<file path="src/rtl/gs_fwd_ctrl_if.sv">
// Decode-side bus between the ID stage and the forwarding/hazard controller.
// Valid/ready note: there is no ready; `stall` is the back-channel that holds the ID entry in place.
interface gs_fwd_ctrl_if #(
    parameter int REG_ADDR_W = 5,
    parameter int SEL_WIDTH  = 2
);
    logic                  id_valid;
    logic [REG_ADDR_W-1:0] id_rs1;
    logic [REG_ADDR_W-1:0] id_rs2;
    logic                  id_rs1_used;
    logic                  id_rs2_used;
    logic [REG_ADDR_W-1:0] id_rd;
    logic                  id_rd_we;
    logic                  id_is_load;
    logic                  pipe_hold;
    logic                  flush;
    logic                  stall;
    logic [SEL_WIDTH-1:0]  fwd_sel_a;
    logic [SEL_WIDTH-1:0]  fwd_sel_b;

    modport master (
        output id_valid, id_rs1, id_rs2, id_rs1_used, id_rs2_used,
        output id_rd, id_rd_we, id_is_load, pipe_hold, flush,
        input  stall, fwd_sel_a, fwd_sel_b
    );

    modport slave (
        input  id_valid, id_rs1, id_rs2, id_rs1_used, id_rs2_used,
        input  id_rd, id_rd_we, id_is_load, pipe_hold, flush,
        output stall, fwd_sel_a, fwd_sel_b
    );
endinterface

</file>
<file path="src/rtl/gs_fwd_ctrl.sv">
// Operand-forwarding and load-use stall controller tracking the EX and MEM producer slots.
// Optional stall performance counter enabled by defining GS_FWD_PERF_EN.
module gs_fwd_ctrl #(
    parameter int REG_ADDR_W = 5,
    parameter int SEL_WIDTH  = 2
) (
    input  logic          clk,
    input  logic          rst_n,
    gs_fwd_ctrl_if.slave  bus
`ifdef GS_FWD_PERF_EN
    ,
    output logic [15:0]   perf_stall_cnt
`endif
);
    localparam logic [SEL_WIDTH-1:0] SEL_RF  = '0;
    localparam logic [SEL_WIDTH-1:0] SEL_EX  = SEL_WIDTH'(1);
    localparam logic [SEL_WIDTH-1:0] SEL_MEM = SEL_WIDTH'(2);

    logic                  ex_valid_q, ex_we_q, ex_load_q;
    logic [REG_ADDR_W-1:0] ex_rd_q;
    logic                  mem_valid_q, mem_we_q, mem_load_q;
    logic [REG_ADDR_W-1:0] mem_rd_q;
    logic [SEL_WIDTH-1:0]  sel_a_q, sel_b_q;

    logic                  ex_prod, mem_prod;
    logic                  a_need, b_need;
    logic                  a_ex, b_ex, a_mem, b_mem;
    logic                  stall_c;
    logic                  ex_valid_d;
    logic [SEL_WIDTH-1:0]  sel_a_c, sel_b_c;
    logic [SEL_WIDTH-1:0]  sel_a_d, sel_b_d;

    always_comb begin
        ex_prod  = ex_valid_q & ex_we_q & (ex_rd_q != '0);
        mem_prod = mem_valid_q & mem_we_q & (mem_rd_q != '0);
        a_need   = bus.id_rs1_used & (bus.id_rs1 != '0);
        b_need   = bus.id_rs2_used & (bus.id_rs2 != '0);
        a_ex     = a_need & ex_prod  & (ex_rd_q  == bus.id_rs1);
        b_ex     = b_need & ex_prod  & (ex_rd_q  == bus.id_rs2);
        a_mem    = a_need & mem_prod & (mem_rd_q == bus.id_rs1);
        b_mem    = b_need & mem_prod & (mem_rd_q == bus.id_rs2);

        // A load in EX has no result yet; the consumer waits one edge and then sees it in MEM.
        stall_c  = bus.id_valid & ex_load_q & (a_ex | b_ex);

        sel_a_c  = a_ex ? SEL_EX : (a_mem ? SEL_MEM : SEL_RF);
        sel_b_c  = b_ex ? SEL_EX : (b_mem ? SEL_MEM : SEL_RF);

        ex_valid_d = bus.id_valid & ~stall_c & ~bus.flush;
        sel_a_d    = ex_valid_d ? sel_a_c : SEL_RF;
        sel_b_d    = ex_valid_d ? sel_b_c : SEL_RF;
    end

    always_ff @(posedge clk) begin
        if (!rst_n) begin
            ex_valid_q  <= 1'b0;
            ex_we_q     <= 1'b0;
            ex_load_q   <= 1'b0;
            ex_rd_q     <= '0;
            mem_valid_q <= 1'b0;
            mem_we_q    <= 1'b0;
            mem_load_q  <= 1'b0;
            mem_rd_q    <= '0;
            sel_a_q     <= SEL_RF;
            sel_b_q     <= SEL_RF;
        end else if (!bus.pipe_hold) begin
            mem_valid_q <= ex_valid_q;
            mem_we_q    <= ex_we_q;
            mem_load_q  <= ex_load_q;
            mem_rd_q    <= ex_rd_q;
            ex_valid_q  <= ex_valid_d;
            ex_we_q     <= bus.id_rd_we;
            ex_load_q   <= bus.id_is_load;
            ex_rd_q     <= bus.id_rd;
            sel_a_q     <= sel_a_d;
            sel_b_q     <= sel_b_d;
        end else if (bus.flush) begin
            // Flush kills the EX entry even while held; MEM stays frozen.
            ex_valid_q  <= 1'b0;
            sel_a_q     <= SEL_RF;
            sel_b_q     <= SEL_RF;
        end
    end

    assign bus.stall     = stall_c;
    assign bus.fwd_sel_a = sel_a_q;
    assign bus.fwd_sel_b = sel_b_q;

`ifdef GS_FWD_PERF_EN
    logic [15:0] perf_q;

    always_ff @(posedge clk) begin
        if (!rst_n) begin
            perf_q <= '0;
        end else if (stall_c && !bus.pipe_hold && perf_q != 16'hFFFF) begin
            perf_q <= perf_q + 16'd1;
        end
    end

    assign perf_stall_cnt = perf_q;
`endif
endmodule

</file>
<file path="src/flat_wrapper.sv">
// flat-port wrapper written by rule: the top's interface ports become plain ports
module gs_fwd_ctrl_flat 
#(
    parameter int REG_ADDR_W = 5,
    parameter int SEL_WIDTH  = 2
)
  (clk, rst_n, bus_id_valid, bus_id_rs1, bus_id_rs2, bus_id_rs1_used, bus_id_rs2_used, bus_id_rd, bus_id_rd_we, bus_id_is_load, bus_pipe_hold, bus_flush, bus_stall, bus_fwd_sel_a, bus_fwd_sel_b);
  gs_fwd_ctrl_if #(.REG_ADDR_W(REG_ADDR_W), .SEL_WIDTH(SEL_WIDTH)) bus_i ();
  input  logic clk;
  input  logic rst_n;
  input wire logic [$bits(bus_i.id_valid)-1:0] bus_id_valid;
  input wire logic [$bits(bus_i.id_rs1)-1:0] bus_id_rs1;
  input wire logic [$bits(bus_i.id_rs2)-1:0] bus_id_rs2;
  input wire logic [$bits(bus_i.id_rs1_used)-1:0] bus_id_rs1_used;
  input wire logic [$bits(bus_i.id_rs2_used)-1:0] bus_id_rs2_used;
  input wire logic [$bits(bus_i.id_rd)-1:0] bus_id_rd;
  input wire logic [$bits(bus_i.id_rd_we)-1:0] bus_id_rd_we;
  input wire logic [$bits(bus_i.id_is_load)-1:0] bus_id_is_load;
  input wire logic [$bits(bus_i.pipe_hold)-1:0] bus_pipe_hold;
  input wire logic [$bits(bus_i.flush)-1:0] bus_flush;
  output wire logic [$bits(bus_i.stall)-1:0] bus_stall;
  output wire logic [$bits(bus_i.fwd_sel_a)-1:0] bus_fwd_sel_a;
  output wire logic [$bits(bus_i.fwd_sel_b)-1:0] bus_fwd_sel_b;
  assign bus_i.id_valid = bus_id_valid;
  assign bus_i.id_rs1 = bus_id_rs1;
  assign bus_i.id_rs2 = bus_id_rs2;
  assign bus_i.id_rs1_used = bus_id_rs1_used;
  assign bus_i.id_rs2_used = bus_id_rs2_used;
  assign bus_i.id_rd = bus_id_rd;
  assign bus_i.id_rd_we = bus_id_rd_we;
  assign bus_i.id_is_load = bus_id_is_load;
  assign bus_i.pipe_hold = bus_pipe_hold;
  assign bus_i.flush = bus_flush;
  assign bus_stall = bus_i.stall;
  assign bus_fwd_sel_a = bus_i.fwd_sel_a;
  assign bus_fwd_sel_b = bus_i.fwd_sel_b;
  gs_fwd_ctrl #(.REG_ADDR_W(REG_ADDR_W), .SEL_WIDTH(SEL_WIDTH)) u_core (.clk(clk), .rst_n(rst_n), .bus(bus_i));
endmodule
</file>
<file path="config.mk">
export PLATFORM = sky130hd
export DESIGN_NAME = gs_fwd_ctrl_flat
export DESIGN_NICKNAME = d
export VERILOG_FILES = /design/src/rtl/gs_fwd_ctrl_if.sv /design/src/rtl/gs_fwd_ctrl.sv /design/src/flat_wrapper.sv
export SDC_FILE = /design/constraint.sdc
export NUM_CORES = 1
export LEC_CHECK = 0
export ABC_AREA = 1
export CAP_MARGIN = 20
export CORE_ASPECT_RATIO = 0.6
export CORE_MARGIN = 3
export CORE_UTILIZATION = 43
export CTS_BUF_LIST = sky130_fd_sc_hd__clkbuf_16
export CTS_CLUSTER_DIAMETER = 120
export DETAILED_ROUTE_END_ITERATION = 10
export GPL_ROUTABILITY_DRIVEN = 0
export PLACE_DENSITY = 0.81
export SYNTH_ARGS = -nofsm -noshare
export SYNTH_HDL_FRONTEND = slang
export SYNTH_SLANG_ARGS = --single-unit
</file>
<file path="constraint.sdc">
create_clock -name clk -period 1.3 [get_ports clk]
set_input_delay 0.325 -clock clk [delete_from_list [all_inputs] [get_ports clk]]
set_output_delay 0.325 -clock clk [all_outputs]
set_load 0.05 [all_outputs]
</file>
Word-level counts from Yosys, hierarchy flattened. Index checks and enable logic that the tools add are counted.

Input port bits: 24. Bits in registers: 19. Output and inout port bits: 5. Logic and storage cells: 50.

Bitwise gates (word level): 21. Reductions and logical operators: 4. Muxes and demuxes: 11. Equality and inequality tests: 5.

Operators by type and width (count): $eq A5 B5 Y1 (4); $reduce_bool A5 Y1 (4); $and A1 B1 Y1 (18); $mux W2 (9); $mux W1 (2); $ne A2 B1 Y1 const B (1); $not A1 Y1 (2); $or A1 B1 Y1 (1).

Depth between registers and ports, before layout.
Word-level depth: 11. Mapped depth: 11.

Worst setup path after synthesis. No wires, ideal clock.

Kind: reg2out. Start: reg u_core.ex_rd_q[2]. End: out bus_stall. Cell stages (with the launch flop): 9. Buffers on the path: 0. Arrival: 1.562 ns. Path slack: -0.587 ns. Cells stage by stage: dfxtp_1 > inv_2 > nand2_1 > nand2_1 > nor2_1 > nand3_1 > nor2_2 > nor2_1 > nor2_1.

Cells in the longest elaborated chain, start to end: 6.

Ends and longest elaborated chain: start: declaration (line gs_fwd_ctrl.sv:20) `logic [REG_ADDR_W-1:0] ex_rd_q;`; start signal: assignment (line gs_fwd_ctrl.sv:74) `ex_rd_q <= bus.id_rd;`; $reduce_bool A5 Y1 (line gs_fwd_ctrl.sv:34) `ex_prod = ex_valid_q & ex_we_q & (ex_rd_q != '0);`; $and A1 B1 Y1 (line gs_fwd_ctrl.sv:34); $and A1 B1 Y1, on equally long branches (2 in series) (line gs_fwd_ctrl.sv:38, gs_fwd_ctrl.sv:39); $or A1 B1 Y1 * (line gs_fwd_ctrl.sv:44) `stall_c = bus.id_valid & ex_load_q & (a_ex | b_ex);`; $and A1 B1 Y1 * (line gs_fwd_ctrl.sv:44); end: declaration (line flat_wrapper.sv:21) `output wire logic [$bits(bus_i.stall)-1:0] bus_stall;`.

Every way passes the cells marked *; elsewhere a longest branch is shown, timed or not.

Worst setup path in the final report.
Start: reg u_core.ex_rd_q[3]. End: out bus_stall.

Same word-level chain as after synthesis.

==> metrics.md <==
| Metric | Value |
|---|---|
| RSZ-0062 raised after global routing | yes |
| Reg2reg start | u_core.ex_rd_q[1] |
| Min Tclk post-route | 1.93 ns |
| Final hold slack | 0.523 ns |
| Commonest non-fill, non-tap cell in the layout | nand2_1 |
| CTS clock-pin slew for the worst setup and hold paths | 0.06 ns |
| Peak Freq | 0.518 GHz |
| CP bufs+invs | 2 |
| Hold depth | 2 |
| Crit-path slowest cell | dfxtp_4 |
| Starting Density | 49.2% |
| Leak | 0.901 nW |
| CTS Hold Bufs | 0 |
| Switching part of the total | 31.2% |
| P&R area growth vs syn | 74.5% |
| Maximum fanout along the worst path | 5 |
| Worst-skew pair later-pin latency | 0.26 ns |
| VDD IR max | 0.682 mV |
| Yosys Warn Count | 0 |
| DRT Pass-1 Iters | 6 |
| Synth top area share | 32.8% |
| Yosys cell types | 15 |
| Syn Inst Count | 193 |
| Clk Tree Root Cell | clkbuf_16 |
| Outcome | complete, but fails checks |
| Nets | 277 |
| Tcrit/Tclk final | 149% |
| Max-cap violations | 0 |
| Total grt overflow | 0 |
| Min-Delay Path Class | reg -> reg |
| Total wire length | 5860 um |
| H-tree levels | 1 |
| Setup slack after layout | -0.631 ns |
| CP Launch Type | flip-flop |
| Filler cells | 109 |
| Slew Viols, Final | 0 |
| First-pass GRT wire length | 7470 um |
| Vias in the first global route | 1583 |
| CTS tree | yes |
| Failing checks | negative setup slack |
| GR Util All Layers | 30.5% |
| Hold Crit Endpoint | u_core.bus.fwd_sel_a[1] |
| CTS Buffer Depth | 2 |
| Top post-synthesis cells by area | dfxtp_1 33%, nand2_1 18%, nor2_1 12% |
| Core area | 2360 sq um |
| Reg power frac | 36.8% |
| Final hold violations | 0 |
| Via/cell ratio | 6.36 |
| Final Skew | 0.00306 ns |
| Netlist Area Pre-Place | 1160 sq um |
| Die Area | 3380 sq um |
| Worst Setup End Kind | primary output |
| CTS buffer count | 3 |
| Worst Tran Pin Value | 0.337 ns |
| Worst EP required | 0.98 ns |
| Worst reg-to-reg path cell count | 9 |
| Die span in y | 46.3 um |
| Fin cells | 282 |
| Row count | 13 |
| Placed instance count | 268 |
| PortBufs | 28 |
| DR WL/cell | 20.8 um |
| Via count | 1793 |
| Final Setup Violations | 6 |
| Share of layout cells above drive strength 1 | 36.5% |
| Setup TNS | -2.03 ns |
| Avg Cell Area, Syn | 6.02 sq um |
| P_sw | 0.565 mW |
| Clock Power Share | 36.9% |
| Dominant cell type by area after synthesis | dfxtp_1 |
| PwrDens | 895 nW/um^2 |
| ANT cells | 0 |
| Placed cell areas | 1700 sq um |
| Number of I/O pins | 29 |
| Final Util | 85.9% |
| Relative slew slack | 77.3% |
| Crit path DAT | 1.61 ns |
| Setup WS pre-CTS | -0.731 ns |
| R2r setup slk | -0.30 ns |
| Register area share after synthesis | 32.8% |
| Initial antenna violation count | 0 |
| Final HPWL DP | 2820 um |
| Initial detailed-routing violation count | 299 |
| Largest net degree at the start of global routing | 21 |
| Pint | 1.25 mW |
| Combinational share of power | 26.3% |
| Antenna Nets Post-Route | 0 |
| Kind of critical path | reg -> out |
| Critical Path Max Stage Delay | 0.39 ns |
| Top Family by Delay on Critical Path | simple AND/OR/NAND/NOR gates |
| Drc violations | 0 |
| Total power | 1.81 mW |
| Hold path start | u_core.bus.fwd_sel_a[1] |
| Most frequent cells in the layout | 44 x nand2_1, 30 x nor2_1, 27 x buf_4 |
| Final Cell Area | 2030 sq um |
| Synth Register Bits | 19 |
| CP cell instances | inv_2 -> nand2_1 -> nand2_1 -> nor2_1 -> nand3_1 -> nor2_2 -> nor2_2 -> nor2_4 -> buf_12 |
| Die W | 73.1 um |
| Worst r2r dst | u_core.bus.fwd_sel_b[1] |
| Clk sink count | 19 |
| Post-Syn Nets | 217 |
## worst max-delay path by stage
stage | cells past startpoint | from | end
floorplan | 8 | u_core.ex_rd_q[0] | bus_stall
global placement | 10 | bus_id_rs1[3] | bus_stall
detailed placement | 10 | bus_id_rs2[0] | bus_stall
CTS | 9 | u_core.ex_rd_q[3] | bus_stall
global route | 10 | bus_id_rs1[3] | bus_stall
finish | 9 | u_core.ex_rd_q[3] | bus_stall
## state kept, by name, indices dropped and copies added (netlist names)
name,flops
u_core.bus.fwd_sel_b,2
u_core.mem_valid_q,1
u_core.bus.fwd_sel_a,2
u_core.mem_we_q,1
u_core.ex_valid_q,1
u_core.ex_rd_q,5
u_core.ex_we_q,1
u_core.ex_load_q,1
u_core.mem_rd_q,5
## worst min-delay path, cell delays in order, from the launching register on
cell,delay (ns)
dfxtp_1,0.33
nand2_1,0.09
a21oi_2,0.05
## per-layer routing
layer / vias up / GRT usage, % / part of all wire [%] / wire length [um]
met4: 0 / 19.5 / 8.8 / 516
met3: 68 / 9.80 / 15 / 900
li1: 731 / - / - / -
met5: - / 0 / 0 / 0
met1: 788 / 35.0 / 36 / 2120
met2: 206 / 49.7 / 40 / 2330
## power by group through the flow
stage	clock, mW	sequential [mW]	combinational (mW)
final	0.669	0.666	0.477
after global routing	0.686	0.666	0.502
after CTS	0.655	0.653	0.385
after detailed placement	0	0.667	0.346
after global placement	0	0.663	0.331
after floorplan	0	0.653	0.172
## Yosys cell counts
cell and number:
inv_1 16, clkbuf_1 3, inv_2 6, nor2_1 36
nand4_1 5, xnor2_1 10, xor2_1 1, a21oi_2 1
nand2_2 1, nand2_1 55, dfxtp_1 19, nor2_2 2
nand3_1 12, a21oi_1 12, o21ai_0 14
## repair_timing
item,in CTS,in global routing
setup buffers,10,4
endpoints found under the setup margin,6,6
pin swaps,17,17
resized for setup,57,26
## kinds of logic (layout without fill, tap and decap cells)
group	after synthesis	in the layout	share of synthesized area, %
flops	19	19	32.8
simple gates	111	111	38.9
xor+xnor	11	11	8.30
compound gates	27	27	12.0
buf+inv	25	84	8.08
## area by class of cell
cell class	count	area (sq um)	share of cell area [%]
Clock buffer	3	75.1	3.71
Clock inverter	1	7.51	0.371
Inverter	22	92.6	4.57
Multi-Input combinational cell	149	847	41.8
Sequential cell	19	397	19.6
Tap cell	30	37.5	1.85
Timing Repair Buffer	58	569	28.1
No activity file was read; power rests on OpenSTA's default activity.
